### src/rtl/sys_timer_x_if.sv
// Register bus between a CPU-side I/O decoder and the system timer.
// Latency: rdata is combinational from adr; writes are captured on the next rising clk edge.
// Backpressure: none; every qualified wr strobe is accepted in the cycle it is presented.
//
// Signals:
//   wr    - register write strobe, already qualified by I/O decode
//   rd    - register read strobe, informational only (reads have no side effects)
//   adr   - 4-bit local word address
//   wdata - 32-bit write data
//   rdata - 32-bit read data
interface sys_timer_x_if;
  logic        wr;
  logic        rd;
  logic [3:0]  adr;
  logic [31:0] wdata;
  logic [31:0] rdata;

  modport master (
    output wr,
    output rd,
    output adr,
    output wdata,
    input  rdata
  );

  modport slave (
    input  wr,
    input  rd,
    input  adr,
    input  wdata,
    output rdata
  );
endinterface

### src/rtl/sys_timer_x.sv
// System timer: prescaled 1/TICK_HZ tick, free-running tick counter and NCH countdown channels with IRQ.
// Latency: register writes take effect on the next edge; PEND sets on the expiry edge, irq follows one cycle later.
// Backpressure: none; the register bus is always ready and reads are side-effect free.
//
// Ports:
//   clk  - single rising-edge clock
//   rst  - asynchronous active-high reset
//   bus  - register bus (slave side): wr, rd, adr, wdata in; rdata out
//   tick - one-cycle pulse each time the prescaler reaches its maximum
//   irq  - level interrupt, OR of (PEND & IEN), driven from registers only
//
// Register map (word addresses):
//   0 MS (RO tick counter), 1 PEND (W1C), 2 IEN, 3 reserved,
//   4+2c CTRL(c) {PERIODIC, EN}, 5+2c CNT(c) (write RELOAD, read COUNT)
module sys_timer_x #(
  parameter int CLK_HZ  = 40000000,
  parameter int TICK_HZ = 1000,
  parameter int NCH     = 4,
  parameter int CW      = 32
) (
  input  logic          clk,
  input  logic          rst,
  sys_timer_x_if.slave  bus,
  output logic          tick,
  output logic          irq
);

  localparam int DIV = CLK_HZ / TICK_HZ;
  localparam int PW  = $clog2(DIV);

  if ((CLK_HZ % TICK_HZ) != 0 || DIV < 2) begin : g_bad_div
    $error("sys_timer_x: CLK_HZ/TICK_HZ must be an integer >= 2");
  end
  if (NCH < 1 || NCH > 6) begin : g_bad_nch
    $error("sys_timer_x: NCH must be in 1..6");
  end
  if (CW < 8 || CW > 32) begin : g_bad_cw
    $error("sys_timer_x: CW must be in 8..32");
  end

  // ---------------------------------------------------------------------------
  // State
  // ---------------------------------------------------------------------------
  logic [PW-1:0]  pre_q,  pre_d;
  logic [31:0]    ms_q,   ms_d;
  logic [NCH-1:0] pend_q, pend_d;
  logic [NCH-1:0] ien_q,  ien_d;
  logic [NCH-1:0] en_q,   en_d;
  logic [NCH-1:0] per_q,  per_d;
  logic [CW-1:0]  reload_q [NCH];
  logic [CW-1:0]  reload_d [NCH];
  logic [CW-1:0]  count_q  [NCH];
  logic [CW-1:0]  count_d  [NCH];

  // ---------------------------------------------------------------------------
  // Write decode
  // ---------------------------------------------------------------------------
  logic           wr_pend;
  logic           wr_ien;
  logic [NCH-1:0] wr_ctrl;
  logic [NCH-1:0] wr_cnt;
  logic [NCH-1:0] expire;

  always_comb begin
    wr_pend = bus.wr && (bus.adr == 4'd1);
    wr_ien  = bus.wr && (bus.adr == 4'd2);
    wr_ctrl = '0;
    wr_cnt  = '0;
    for (int c = 0; c < NCH; c++) begin
      wr_ctrl[c] = bus.wr && (bus.adr == 4'(4 + 2 * c));
      wr_cnt[c]  = bus.wr && (bus.adr == 4'(5 + 2 * c));
    end
  end

  // ---------------------------------------------------------------------------
  // Prescaler and tick counter
  // ---------------------------------------------------------------------------
  assign tick = (pre_q == PW'(DIV - 1));

  always_comb begin
    pre_d = tick ? '0 : pre_q + 1'b1;
    ms_d  = tick ? ms_q + 32'd1 : ms_q;
  end

  // ---------------------------------------------------------------------------
  // Countdown channels
  // ---------------------------------------------------------------------------
  always_comb begin
    en_d   = en_q;
    per_d  = per_q;
    expire = '0;
    for (int c = 0; c < NCH; c++) begin
      reload_d[c] = reload_q[c];
      count_d[c]  = count_q[c];

      // A new RELOAD never touches a running COUNT; it is picked up at the
      // next expiry reload or the next CTRL write with EN=1.
      if (wr_cnt[c]) begin
        reload_d[c] = bus.wdata[CW-1:0];
      end

      // CTRL writes win over tick processing for the same channel.
      if (wr_ctrl[c]) begin
        per_d[c] = bus.wdata[1];
        if (bus.wdata[0]) begin
          count_d[c] = reload_q[c];
          // A zero reload would expire immediately; refuse to start instead.
          en_d[c]    = (reload_q[c] != '0);
        end else begin
          en_d[c]    = 1'b0;
        end
      end else if (tick && en_q[c]) begin
        if (count_q[c] <= CW'(1)) begin
          expire[c] = 1'b1;
          // RELOAD may have been rewritten to 0 while running; stop rather
          // than restart with a count that can never expire cleanly.
          if (per_q[c] && (reload_q[c] != '0)) begin
            count_d[c] = reload_q[c];
          end else begin
            count_d[c] = '0;
            en_d[c]    = 1'b0;
          end
        end else begin
          count_d[c] = count_q[c] - CW'(1);
        end
      end
    end
  end

  // ---------------------------------------------------------------------------
  // Pending / enable
  // ---------------------------------------------------------------------------
  always_comb begin
    // Expiry is OR-ed in after the clear so a same-cycle W1C cannot lose it.
    pend_d = (pend_q & ~(wr_pend ? bus.wdata[NCH-1:0] : '0)) | expire;
    ien_d  = wr_ien ? bus.wdata[NCH-1:0] : ien_q;
  end

  assign irq = |(pend_q & ien_q);

  // ---------------------------------------------------------------------------
  // Registers
  // ---------------------------------------------------------------------------
  always_ff @(posedge clk or posedge rst) begin
    if (rst) begin
      pre_q  <= '0;
      ms_q   <= '0;
      pend_q <= '0;
      ien_q  <= '0;
      en_q   <= '0;
      per_q  <= '0;
      for (int c = 0; c < NCH; c++) begin
        reload_q[c] <= '0;
        count_q[c]  <= '0;
      end
    end else begin
      pre_q  <= pre_d;
      ms_q   <= ms_d;
      pend_q <= pend_d;
      ien_q  <= ien_d;
      en_q   <= en_d;
      per_q  <= per_d;
      for (int c = 0; c < NCH; c++) begin
        reload_q[c] <= reload_d[c];
        count_q[c]  <= count_d[c];
      end
    end
  end

  // ---------------------------------------------------------------------------
  // Read mux: combinational from adr, unused bits and unmapped addresses read 0
  // ---------------------------------------------------------------------------
  logic [31:0] rdata_v;

  always_comb begin
    rdata_v = '0;
    case (bus.adr)
      4'd0:    rdata_v = ms_q;
      4'd1:    rdata_v[NCH-1:0] = pend_q;
      4'd2:    rdata_v[NCH-1:0] = ien_q;
      4'd3:    rdata_v = '0;
      default: begin
        for (int c = 0; c < NCH; c++) begin
          if (bus.adr == 4'(4 + 2 * c)) begin
            rdata_v[1:0] = {per_q[c], en_q[c]};
          end
          if (bus.adr == 4'(5 + 2 * c)) begin
            rdata_v[CW-1:0] = count_q[c];
          end
        end
      end
    endcase
  end

  assign bus.rdata = rdata_v;

  // rd only marks a bus read cycle; reads have no side effects. Upper wdata
  // bits are don't-care for every register.
  logic unused_bus;
  assign unused_bus = bus.rd ^ (^bus.wdata);

endmodule

### src/flat_wrapper.sv
// flat-port wrapper written by rule: the top's interface ports become plain ports
module sys_timer_x_flat 
#(
  parameter int CLK_HZ  = 40000000,
  parameter int TICK_HZ = 1000,
  parameter int NCH     = 4,
  parameter int CW      = 32
)
  (clk, rst, tick, irq, bus_wr, bus_rd, bus_adr, bus_wdata, bus_rdata);
  sys_timer_x_if bus_i ();
  input  logic clk;
  input  logic rst;
  output logic tick;
  output logic irq;
  input wire logic [$bits(bus_i.wr)-1:0] bus_wr;
  input wire logic [$bits(bus_i.rd)-1:0] bus_rd;
  input wire logic [$bits(bus_i.adr)-1:0] bus_adr;
  input wire logic [$bits(bus_i.wdata)-1:0] bus_wdata;
  output wire logic [$bits(bus_i.rdata)-1:0] bus_rdata;
  assign bus_i.wr = bus_wr;
  assign bus_i.rd = bus_rd;
  assign bus_i.adr = bus_adr;
  assign bus_i.wdata = bus_wdata;
  assign bus_rdata = bus_i.rdata;
  sys_timer_x #(.CLK_HZ(CLK_HZ), .TICK_HZ(TICK_HZ), .NCH(NCH), .CW(CW)) u_core (.clk(clk), .rst(rst), .bus(bus_i), .tick(tick), .irq(irq));
endmodule
### config.mk
export PLATFORM = sky130hd
export DESIGN_NAME = sys_timer_x_flat
export DESIGN_NICKNAME = d
export VERILOG_FILES = /design/src/rtl/sys_timer_x_if.sv /design/src/rtl/sys_timer_x.sv /design/src/flat_wrapper.sv
export SDC_FILE = /design/constraint.sdc
export NUM_CORES = 1
export LEC_CHECK = 0
export ABC_CLOCK_PERIOD_IN_PS = 24100
export BUFFER_PORTS_ARGS = -buffer_cell sky130_fd_sc_hd__buf_2
export CORE_MARGIN = 3
export CORE_UTILIZATION = 66
export DETAILED_ROUTE_END_ITERATION = 12
export HOLD_SLACK_MARGIN = 0.02
export PLACE_DENSITY = 0.81
export SLEW_MARGIN = 25
export SYNTH_ARGS = -nofsm -noshare
export SYNTH_HDL_FRONTEND = slang
export SYNTH_SLANG_ARGS = --single-unit
### constraint.sdc
create_clock -name clk -period 24.1 [get_ports clk]
set_clock_uncertainty 0.05 [all_clocks]
set_input_delay 7.23 -clock clk [delete_from_list [all_inputs] [get_ports clk]]
set_output_delay 7.23 -clock clk [all_outputs]
set_load 0.01 [all_outputs]
==> impl_metrics.tcl <==
set metrics [dict create \
    hold_path.startpoint "u_core.ms_q[31]" \
    pwr-share-clk 0.402 \
    yosysWarnings 0 \
    clk_latency_ps 530 \
    io_buffers 72 \
    grt_max_degree 168 \
    synth_seq_cells 320 \
    netlist_instances 1712 \
    end_kind "output pin" \
    layout-area-overhead-vs-synth_pct 10.45 \
    syn_nets 1762 \
    drc 0 \
    crit_type "input pin to output pin" \
    synthesis.area_um2 17190 \
    hold_class "register to register" \
    swShare 0.2766 \
    rr_worst_depth 6 \
    core_um2 25400 \
    overflow 0 \
    slew_headroom 0.3331 \
    setup_viol_count_final 0 \
    track_usage 0.4138 \
    intPower_uw 998.9 \
    clk_pin_slew_worst_paths_ps 50 \
    hold_viol_final 0 \
    cellPowerDensity_nw_per_um2 72.72 \
    whs_path_depth 1 \
    grt_pass1_vias 14911 \
    period_share 0.6854 \
    clockBufferDepth 3 \
    vias 16000 \
    placedCellCount 2042 \
    yosysSeqAreaShare 0.4658 \
    place.gp.congestion 1.025 \
    synthFlopType "dfrtp_1" \
    leakage_nw 8.271 \
    rr_startpoint "u_core.count_q[16]" \
    pin_count 74 \
    tightestPinTransition_ps 1000 \
    wl_per_cell_um 28.02 \
    cts_hold_buffers 0 \
    crit_start "bus_adr[3]" \
    cts.sinks 320 \
    drtIter0Drc 3032 \
    dr.pass1.iters 8 \
    vdd_ir_drop_max_mv 0.07140 \
    cts_tree "done" \
    cp_max_fo 31 \
    power.switching_uw 381.8 \
    worstReg2RegEnd "u_core.count_q[12]" \
    hold_end "u_core.ms_q[31]" \
    drt_wl_total_um 59090 \
    antenna_found_initial 2 \
    rows 58 \
    die_w_um 167.4 \
    worst_ep_required_time_ps 16820 \
    rsz0062_at_grt "no" \
    start_util 0.6768 \
    drive_above_1_share 0.1785 \
    status "finished clean" \
    fmax_mhz 60.54 \
    die_height_um 167.4 \
    synth_area_per_cell_um2 10.04 \
    detail-route-antenna-nets 0 \
    comb_power_share 0.112 \
    timing.setup.tns_ps 0 \
    rrSetupSlack_ps 20030 \
    viasPerCell 7.587 \
    max-cap-violations 0 \
    seqPwrFrac 0.486 \
    cts_root_buf "clkbuf_16" \
    stdcell_count 2109 \
    cts_buffers 36 \
    htree_levels 2 \
    total_power_mw 1.381 \
    async_flop_share 1.000 \
    arrival_ps 9240 \
    cts_resized 0 \
    yosysUniqueCellTypes 77 \
    fillCellCount 1804 \
    min_period_ps 16520 \
    cts_setup_buffers 0 \
    start_kind "input pin" \
    dpl.hpwl_um 41550 \
    synth_edf_count 0 \
    dieArea_um2 28020 \
    fin_nets 1800 \
    slew_violations 0 \
    grt_pass1_wl_um 90380 \
]
==> Yosys cell counts, types with 6 or more instances <==
library cell | number | area share
a21o_1 | 14 | 0.0061
o41ai_1 | 8 | 0.0041
a21oi_1 | 43 | 0.013
nand3_1 | 77 | 0.022
nor3_1 | 78 | 0.023
a21boi_0 | 15 | 0.0066
a222oi_1 | 23 | 0.013
ha_1 | 10 | 0.0073
xnor2_1 | 31 | 0.016
buf_2 | 15 | 0.0044
o21a_1 | 13 | 0.0057
inv_1 | 29 | 0.0063
nand2b_1 | 13 | 0.0047
o211ai_1 | 17 | 0.0074
a22oi_1 | 42 | 0.018
nor3b_1 | 12 | 0.0052
clkbuf_1 | 74 | 0.016
o21ai_0 | 106 | 0.031
or2_2 | 12 | 0.0044
nand4_1 | 26 | 0.0095
o22ai_1 | 10 | 0.0036
and4_1 | 8 | 0.0041
xor2_1 | 14 | 0.0071
nor4_1 | 77 | 0.028
and3_1 | 21 | 0.0076
o311a_1 | 8 | 0.0047
nand2_1 | 131 | 0.029
and2_1 | 10 | 0.0036
or3_1 | 18 | 0.0066
a211o_1 | 20 | 0.010
dfrtp_1 | 320 | 0.47
or4_1 | 13 | 0.0057
nor2_1 | 90 | 0.020
o2bb2ai_1 | 9 | 0.0046
a221o_1 | 60 | 0.035
a211oi_1 | 12 | 0.0052
mux2_2 | 116 | 0.076
o31ai_1 | 20 | 0.0087
mux2i_1 | 6 | 0.0035
==> worst max-delay path by stage <==
stage | endpoint | slack, ps | cells after the start
6_report | bus_rdata[7] | 7580 | 7
5_1_grt | bus_rdata[6] | 7600 | 7
4_1_cts | bus_rdata[7] | 7680 | 7
3_5_place_dp | bus_rdata[7] | 7690 | 7
3_3_place_gp | bus_rdata[7] | 7690 | 7
2_1_floorplan | u_core.count_q[0] | 7960 | 1
==> cells by family (layout without fill, tap and decap cells) <==
family          Yosys count  count (layout)  share of synthesized area
simple gates            618             618                     0.1907
compound gates          468             468                     0.2014
flops                   320             320                     0.4658
buf+inv                 129             193                    0.03239
mux                     122             122                    0.07948
xor+xnor                 45              45                    0.02293
fa+ha+maj                10              10                   0.007279
other cells               0               3                          0
==> power groups by stage <==
stage	registers, mW	logic (mW)	clock network, mW
finish	0.671	0.155	0.555
global route	0.675	0.168	0.575
floorplan	0.644	0.111	0
CTS	0.665	0.153	0.554
global placement	0.672	0.145	0
detailed placement	0.674	0.151	0
==> sequential cells by signal, indices dropped and copies added, names as in the netlist <==
name             flops
u_core.count_q     128
u_core.en_q          4
u_core.ien_q         4
u_core.ms_q         32
u_core.pend_q        4
u_core.per_q         4
u_core.pre_q        16
u_core.reload_q    128
==> critical path, stage by stage <==
cell      delay (ps)
buf_2            250
nand2b_1         350
nor2_2            70
buf_4            260
a222oi_1         650
nand2_1          210
buf_2            200
==> per-layer routing <==
metal,global-route usage,part of all wire,up-vias
met5,0,0.00027,-
met4,0.2095,0.071,2
met3,0.09419,0.13,272
met2,0.6009,0.42,1276
met1,0.5883,0.38,7718
li1,-,-,6732
==> through the flow <==
| step | utilization | instance area [µm²] | setup slack, ps | hold WS (ps) |
|---|---|---|---|---|
| after floorplan | - | 17190 | 7964 | 395.3 |
| after global placement | 0.7005 | 17790 | 7691 | 415.0 |
| after detailed placement | 0.7006 | 17790 | 7694 | 418.8 |
| after CTS | 0.7472 | 18980 | 7683 | 428.7 |
| after global routing | 0.7472 | 18980 | 7597 | 462.2 |
| final | 0.7475 | 18990 | 7581 | 429.5 |
==> cells in the final DEF (no fill, tap or decap), types with 9 or more instances in the layout <==
master     instances
a222oi_1          23
and3_1            21
nand2b_1          13
clkinv_2          11
o2bb2ai_1          9
nand4_1           26
o22ai_1           10
dfrtp_1          320
or2_2             12
ha_1              10
nor3b_1           12
xnor2_1           31
clkbuf_16         37
buf_2             72
a21o_1            14
nor3_1            78
xor2_1            14
or3_1             18
a21oi_1           43
o21a_1            13
o21ai_0          105
mux2_2           116
a221o_1           60
or4_1             13
inv_1             28
buf_4             27
nand3_1           77
nand2_1          131
o211ai_1          17
a211oi_1          12
nor4_1            74
o31ai_1           20
a211o_1           20
a21boi_0          14
nor2_1            85
a22oi_1           42
==> cell type report <==
type                            count  area (µm²)  share of cell area
Tap cell                          330       412.9             0.02175
Antenna cell                        3       7.507           0.0003954
Timing Repair Buffer              100       583.1             0.03071
Sequential cell                   320        8008              0.4217
Inverter                           29       116.4            0.006129
Clock inverter                     15       152.6            0.008040
Multi-Input combinational cell   1263        8676              0.4569
Clock buffer                       49        1031             0.05430
No activity file was read; power rests on OpenSTA's default activity.
